## config.mk

```make
export PLATFORM = sky130hd
export DESIGN_NAME = rng_range_sampler
export DESIGN_NICKNAME = d
export VERILOG_FILES = /design/src/rtl/rng_pkg.sv /design/src/rtl/range_mask.sv /design/src/rtl/rng_range_sampler.sv
export SDC_FILE = /design/constraint.sdc
export NUM_CORES = 1
export LEC_CHECK = 0
export BUFFER_PORTS_ARGS = -buffer_cell sky130_fd_sc_hd__buf_2
export CAP_MARGIN = 20
export CORE_MARGIN = 2
export CORE_UTILIZATION = 53
export DETAILED_ROUTE_END_ITERATION = 10
export GPL_TIMING_DRIVEN = 1
export PLACE_DENSITY = 0.81
export SETUP_SLACK_MARGIN = 0.4
export SLEW_MARGIN = 25
export SYNTH_ARGS = -nofsm -noshare
export SYNTH_HDL_FRONTEND = slang
export SYNTH_HIERARCHICAL = 1
export SYNTH_SLANG_ARGS = --single-unit
export TNS_END_PERCENT = 30
```

## constraint.sdc

```tcl
create_clock -name Clk -period 6.8 [get_ports Clk]
set_clock_uncertainty 0.05 [all_clocks]
set_input_delay 0.34 -clock Clk [delete_from_list [all_inputs] [get_ports Clk]]
set_output_delay 0.34 -clock Clk [all_outputs]
set_load 0.01 [all_outputs]
```

## src/rtl/rng_pkg.sv

```systemverilog
`default_nettype none
// ============================================================================
// Module   : rng_pkg
// Purpose  : Shared types and constants for the range sampler and any other
//            consumer of the upstream PRNG.
// Revision : 1.0  initial release
// ============================================================================
package rng_pkg;

  localparam int RNG_W           = 10;
  localparam int MAX_TRIES_LIMIT = 16;

  typedef enum logic [1:0] {
    IDLE   = 2'd0,
    SAMPLE = 2'd1,
    DONE   = 2'd2
  } state_t;

endpackage
`default_nettype wire

```

## src/rtl/range_mask.sv

```systemverilog
`default_nettype none
// ============================================================================
// Module   : range_mask
// Purpose  : Smallest all-ones mask (2^k-1) covering Limit-1; zero when
//            Limit <= 1. Purely combinational, shared by range consumers.
// Revision : 1.0  initial release
// ============================================================================
module range_mask
  import rng_pkg::*;
(
  input  logic [RNG_W-1:0] Limit,
  output logic [RNG_W-1:0] Mask
);

  logic [RNG_W-1:0] w_lm1;
  logic [RNG_W-1:0] w_fill;

  // Smear the highest set bit of Limit-1 into every lower bit position
  always_comb begin
    w_lm1  = (Limit > RNG_W'(1)) ? (Limit - RNG_W'(1)) : '0;
    w_fill = w_lm1;
    for (int s = 1; s < RNG_W; s = s * 2) begin
      w_fill = w_fill | (w_fill >> s);
    end
    Mask = w_fill;
  end

endmodule
`default_nettype wire

```

## src/rtl/rng_range_sampler.sv

```systemverilog
`default_nettype none
// ============================================================================
// Module   : rng_range_sampler
// Purpose  : Draws a value in [0, Limit-1] from a free-running PRNG by masked
//            rejection sampling, with a bounded number of tries and a single
//            subtraction fallback so latency never exceeds MAX_TRIES cycles.
// Revision : 1.0  initial release
// ============================================================================
module rng_range_sampler
  import rng_pkg::*;
#(
  parameter int MAX_TRIES = 8
)(
  input  logic             Clk,
  input  logic             Reset,
  input  logic [RNG_W-1:0] Rand,
  input  logic             Req,
  input  logic [RNG_W-1:0] Limit,
  input  logic             Ack,
  output logic [RNG_W-1:0] Value,
  output logic             Valid,
  output logic             Busy,
  output logic [3:0]       Rejects
);

  // Index of the final try; on a reject here the fallback path is taken
  localparam logic [3:0] c_LAST_TRY = 4'(MAX_TRIES - 1);

  state_t           r_state,   w_state_n;
  logic [RNG_W-1:0] r_limit,   w_limit_n;
  logic [RNG_W-1:0] r_mask,    w_mask_n;
  logic [3:0]       r_tries,   w_tries_n;
  logic [RNG_W-1:0] r_value,   w_value_n;
  logic             r_valid,   w_valid_n;
  logic [3:0]       r_rejects, w_rejects_n;

  logic [RNG_W-1:0] w_mask;
  logic [RNG_W-1:0] w_m;
  logic             w_accept;
  logic [3:0]       w_rej_inc;

  // Mask for the live Limit input; captured only when a request is accepted
  range_mask u_range_mask (
    .Limit (Limit),
    .Mask  (w_mask)
  );

  // Candidate sample and accept test; Limit 0 has no legal range, so it
  // is forced to accept the masked value, which is 0 because its mask is 0
  always_comb begin
    w_m       = Rand & r_mask;
    w_accept  = (r_limit <= RNG_W'(1)) || (w_m < r_limit);
    // With MAX_TRIES=16 the reject count can reach 16; hold at 15 rather
    // than wrap back to 0 in the 4-bit output
    w_rej_inc = (r_rejects == 4'hF) ? r_rejects : (r_rejects + 4'd1);
  end

  // Next-state and next-datapath decode
  always_comb begin
    w_state_n   = r_state;
    w_limit_n   = r_limit;
    w_mask_n    = r_mask;
    w_tries_n   = r_tries;
    w_value_n   = r_value;
    w_valid_n   = r_valid;
    w_rejects_n = r_rejects;
    case (r_state)
      IDLE: begin
        if (Req) begin
          w_limit_n   = Limit;
          w_mask_n    = w_mask;
          w_tries_n   = '0;
          w_rejects_n = '0;
          w_state_n   = SAMPLE;
        end
      end
      SAMPLE: begin
        if (w_accept) begin
          w_value_n = w_m;
          w_valid_n = 1'b1;
          w_state_n = DONE;
        end else if (r_tries == c_LAST_TRY) begin
          // M <= 2*Limit-1 here, so M-Limit is in range and never wraps
          w_value_n   = w_m - r_limit;
          w_rejects_n = w_rej_inc;
          w_valid_n   = 1'b1;
          w_state_n   = DONE;
        end else begin
          w_tries_n   = r_tries + 4'd1;
          w_rejects_n = w_rej_inc;
        end
      end
      DONE: begin
        if (Ack) begin
          w_valid_n = 1'b0;
          w_state_n = IDLE;
        end
      end
      default: begin
        w_state_n = IDLE;
        w_valid_n = 1'b0;
      end
    endcase
  end

  // State and datapath registers with asynchronous clear
  always_ff @(posedge Clk or posedge Reset) begin
    if (Reset) begin
      r_state   <= IDLE;
      r_limit   <= '0;
      r_mask    <= '0;
      r_tries   <= '0;
      r_value   <= '0;
      r_valid   <= 1'b0;
      r_rejects <= '0;
    end else begin
      r_state   <= w_state_n;
      r_limit   <= w_limit_n;
      r_mask    <= w_mask_n;
      r_tries   <= w_tries_n;
      r_value   <= w_value_n;
      r_valid   <= w_valid_n;
      r_rejects <= w_rejects_n;
    end
  end

  assign Value   = r_value;
  assign Valid   = r_valid;
  assign Busy    = (r_state != IDLE);
  assign Rejects = r_rejects;

endmodule
`default_nettype wire

```

Word level (Yosys, flattened, before mapping). Cells that the tools add are included.

Register bits after elaboration: 41. Input port bits: 24. Output and inout bits: 16. Logic and storage cells: 60.

Add/subtract/negate cells: 4. Order comparisons: 3. Equality and inequality tests: 10. Multiplexer cells: 19. Bitwise operators: 6. Reduce and logical (&&, ||, !) cells: 11.

Operator list (count): $mux W10 (3); $mux W4 (5); $pmux W4 S2 (2); $and A10 B10 Y10 (1); $gt A10 B1 Y1 const B (1); $le A10 B1 Y1 const B (1); $lt A10 B10 Y1 (1); $ne A2 B2 Y1 const B (5); $or A10 B2 Y10 (1); $or A10 B6 Y10 (1); $or A10 B8 Y10 (1); $or A10 B9 Y10 (1); $sub A10 B1 Y10 const B (1); $sub A10 B10 Y10 (1); $add A4 B1 Y4 const B (2); $mux W2 (4); $reduce_and A4 Y1 (2); $pmux W2 S3 (1); $reduce_and A3 Y1 (2); $reduce_bool A2 Y1 (3); $eq A4 B3 Y1 const B (1); $eq A4 B4 Y1 const B (1); $reduce_and A2 Y1 (2); $mux W1 (3); 7 further kinds (7).

Longest topological paths before layout.
Depth after elaboration: 6. Mapped depth: 11. Depth with buffers taken out: 10.

Cells and area by module. The synthesis kept the hierarchy.

By module, submodules not included: rng_range_sampler (times used 1, cells an instance 229, area an instance 2299.7 µm², sequential area each 1026.0 µm²); range_mask (times used 1, cells an instance 58, area an instance 471.7 µm², sequential area each 0.0 µm²).

Least setup slack after synthesis. OpenSTA, ideal clock, no wires.

Kind: reg2reg. From: register r_mask[0]. To: register r_value[2], in the netlist Value[2]. Setup time: 0.121 ns. Data arrival time: 2.225 ns. Required time: 6.629 ns. Slack: 4.404 ns. Cell stages (with the launch flop): 10. Buffers on the path: 0. Period minus slack after synthesis: 2.396 ns. Cells stage by stage: dfrtp_1 > nand2_1 > ha_1 > inv_1 > fa_1 > a21oi_1 > o221ai_2 > o221ai_4 > mux2_2 > o22a_1.

Word-level cells in the longest chain between the ends: 5. Elaborated cells between the ends (all ways): 8. Those cells by class: add/sub: 1; order compare: 1; mux: 2; bitwise: 1; reduce/logical: 3.

RTL lines: start: declaration (line rng_range_sampler.sv:31) `logic [RNG_W-1:0] r_mask, w_mask_n;`; start signal: assignment (line rng_range_sampler.sv:119) `r_mask <= w_mask_n;`; $and A10 B10 Y10 (*) (line rng_range_sampler.sv:51) `w_m = Rand & r_mask;`; $lt A10 B10 Y1 (line rng_range_sampler.sv:52) `w_accept = (r_limit <= RNG_W'(1)) || (w_m < r_limit);`; $logic_or A1 B1 Y1 (line rng_range_sampler.sv:52); $reduce_bool A2 Y1 (no source line); $reduce_and A2 Y1 (no source line); end signal: assignment (line rng_range_sampler.sv:121) `r_value <= w_value_n;`; end: declaration (line rng_range_sampler.sv:33) `logic [RNG_W-1:0] r_value, w_value_n;`.

Every way passes the cells marked *; elsewhere a longest branch is shown, timed or not. The select of a mux whose other input is x is not followed. A chain may end at the register's enable or synchronous reset.

Final worst setup path.
From: register r_mask[0]. To: register r_value[6], in the netlist Value[6].

Same word-level chain as after synthesis.

==> impl_metrics.env <==
export IMPL_die_area_mm2=0.00582
export IMPL_cts_setup_buffers=0
export IMPL_portBuffers=39
export IMPL_start_util=0.546
export IMPL_syn_inst=287
export IMPL_cp_required_ns=6.94
export IMPL_core_area_mm2=0.00507
export IMPL_setup_viol=0
export IMPL_cp_cell_sequence="nand2_1 -> ha_1 -> inv_1 -> fa_1 -> a21oi_1 -> o221ai_2 -> o221ai_4 -> nand2_2 -> or2_2 -> o221a_2"
export IMPL_yosysUniqueCellTypes=70
export IMPL_endpoint_kind="flop"
export IMPL_intPower_mw=0.697
export IMPL_status="complete, no violations"
export IMPL_synthesis_area_mm2=0.00277
export IMPL_root_buffer="clkbuf_8"
export IMPL_cts_made_buffers=5
export IMPL_worstSkewPairLatency_ns=0.30
export IMPL_areaGrowthSynthToFinish_pct=12.4
export IMPL_drt_iter0_markers=158
export IMPL_clk_path_buf_depth=2
export IMPL_cts_sinks=41
export IMPL_ant_nets=0
export IMPL_slew_headroom=0.553
export IMPL_finalSetupTns_ns=0
export IMPL_routedWlPerCell_um=14.9
export IMPL_nNetsFinal=367
export IMPL_htree_levels=2
export IMPL_dp_hpwl_mm=4.49
export IMPL_path_class="flop to flop"
export IMPL_synth_fp_nets=326
export IMPL_worst_path_max_fanout=12
export IMPL_syn_area_per_cell_um2=9.66
export IMPL_diodes=0
export IMPL_placed_area_mm2=0.00303
export IMPL_hold_viol=0
export IMPL_die_h_um=76.3
export IMPL_fin_crit_sh=0.408
export IMPL_switching_share=0.425
export IMPL_grt_first_pass_wirelength_mm=10.3
export IMPL_switchingPower_mw=0.516
export IMPL_ys_seq_elements=41
export IMPL_slew_violations=0
export IMPL_critPathArrivalTime_ns=2.91
export IMPL_hp_class="input port to async pin"
export IMPL_synth_main_ff_cell="dfrtp_1"
export IMPL_drc=0
export IMPL_max_slew_worst_pin_slew_ns=0.662
export IMPL_cp_start_kind="flop"
export IMPL_yosysWarningCount=6
export IMPL_drive_above_1_share=0.280
export IMPL_wirelength_mm=5.93
export IMPL_p_clk_frac=0.136
export IMPL_clock_fmax_ghz=0.361
export IMPL_final_cells=398
export IMPL_maxCapViolCount=0
export IMPL_num_vias=2236
export IMPL_slowest_stage="fa_1"
export IMPL_clkTransAtPathRegs_ns=0.08
export IMPL_antenna_found_initial=0
export IMPL_asyncSetResetFlopFracSynth=1.00
export IMPL_leakagePower_nw=1.34
export IMPL_dp_cells=391
export IMPL_grt_max_degree=42
export IMPL_irDropWorstVdd_v=0.000140
export IMPL_cts_hold_buf=0
export IMPL_drt_pass1_iter_count=4
export IMPL_cts_resized=0
export IMPL_die_w_um=76.3
export IMPL_pwr_share_seq=0.317
export IMPL_synth_edf_count=0
export IMPL_rsz0062_at_grt="false"
export IMPL_powerDensity_mw_per_mm2=389
export IMPL_grt_pass1_vias=2239
export IMPL_cts_tree="done"
export IMPL_comb_power_share=0.548
export IMPL_grt_overflow_total=0
export IMPL_final_area_mm2=0.00312
export IMPL_period_minus_slack_ns=2.77
export IMPL_pin_count=40
export IMPL_vias_per_cell=5.62
export IMPL_rows=26
export IMPL_final_cell_mix="dfrtp_1 (41), buf_2 (39), nor2_1 (25), inv_1 (25), nand2_1 (24)"
export IMPL_yosysSeqAreaShare=0.370
export IMPL_gp_congestion=0.878
export IMPL_final_common_cell="dfrtp_1"
export IMPL_grt_usage=0.218
export IMPL_max_stage_delay_ns=0.41
-- power groups by stage --
stage / clock [mW] / sequential, mW / combinational (mW)
CTS: 0.166 / 0.385 / 0.660
finish: 0.165 / 0.384 / 0.664
global placement: 0 / 0.385 / 0.628
floorplan: 0 / 0.395 / 0.492
global route: 0.176 / 0.396 / 0.731
detailed placement: 0 / 0.389 / 0.647
-- worst paths after layout --
| check | slack (ns) | startpoint | to | depth (start not counted) |
|---|---|---|---|---|
| worst min register to register | 0.44 | Valid$_DFFE_PP0P_ | Valid$_DFFE_PP0P_ | 2 |
| max in group asynchronous | 6.24 | Reset | r_tries[0]$_DFFE_PP0P_ | 3 |
| worst max register to register | 4.03 | r_mask[0]$_DFFE_PP0P_ | Value[6]$_DFFE_PP0P_ | 10 |
| worst max-delay path | 4.03 | r_mask[0]$_DFFE_PP0P_ | Value[6]$_DFFE_PP0P_ | 10 |
| worst min-delay path | 0.10 | Reset | Rejects[1]$_DFFE_PP0P_ | 3 |
| min in group Clk | 0.17 | Ack | r_state[1]$_DFFE_PP0P_ | 2 |
-- logic make-up (layout without fill, tap and decap cells) --
logic type               count (synthesis)  count (layout)  synth area share
AND/OR/NAND/NOR                        103             103             0.206
AO/OA/AOI/OAI                           67              67             0.189
flip-flops                              41              41             0.370
buffers and inverters                   32              73            0.0497
multiplexers                            17              17            0.0736
adder cells (fa/ha/maj)                 15              15            0.0704
XOR/XNOR                                12              12            0.0406
-- Yosys cell counts, types with 5 or more instances --
cell,number,share of area
a21oi_1,9,0.016
and2_1,10,0.023
dfrtp_1,41,0.37
ha_1,14,0.063
inv_1,25,0.034
mux2_2,13,0.053
nand2_1,24,0.033
nand2b_1,5,0.011
nor2_1,25,0.034
nor3_1,7,0.013
o21ai_0,19,0.034
xnor2_1,9,0.028
-- stage by stage --
| stage | power (mW) | hold slack, ns | util | setup slack, ns |
|---|---|---|---|---|
| floorplan | 0.886 | 0.376 | - | 4.40 |
| global placement | 1.01 | 0.415 | 0.596 | 4.03 |
| detailed placement | 1.04 | 0.425 | 0.596 | 4.00 |
| CTS | 1.21 | 0.124 | 0.614 | 4.05 |
| global route | 1.30 | 0.176 | 0.614 | 3.84 |
| finish | 1.21 | 0.100 | 0.614 | 4.03 |
-- worst max-delay path: cells and delay by family, from the launching register on --
family / cells / cell delay, ns
fa+ha+maj: 2 / 0.57
buf+inv: 1 / 0.05
flops: 1 / 0.38
compound gates: 4 / 0.95
simple gates: 3 / 0.65
-- layer usage --
metal / track usage / vias up / share of wire
li1: - / 1107 / -
met1: 0.279 / 1055 / 0.46
met2: 0.363 / 54 / 0.47
met3: 0.0367 / 20 / 0.033
met4: 0.0982 / 0 / 0.035
met5: 0 / - / 0
-- layout make-up --
class | instances | area [um^2]
flip-flops and latches | 41 | 1030
clock inverters | 1 | 7.51
well taps | 70 | 87.6
multi-input cells | 214 | 1610
repair buffers | 41 | 210
clock buffers | 6 | 82.6
inverters | 25 | 93.8
fillers | 444 | 1960
-- state kept, by name, summed over array words and instances, names as in the netlist --
name / cells
r_tries: 4
r_state: 2
Rejects: 4
Valid: 1
r_limit: 10
r_mask: 10
Value: 10
No activity file was read; power rests on OpenSTA's default activity.
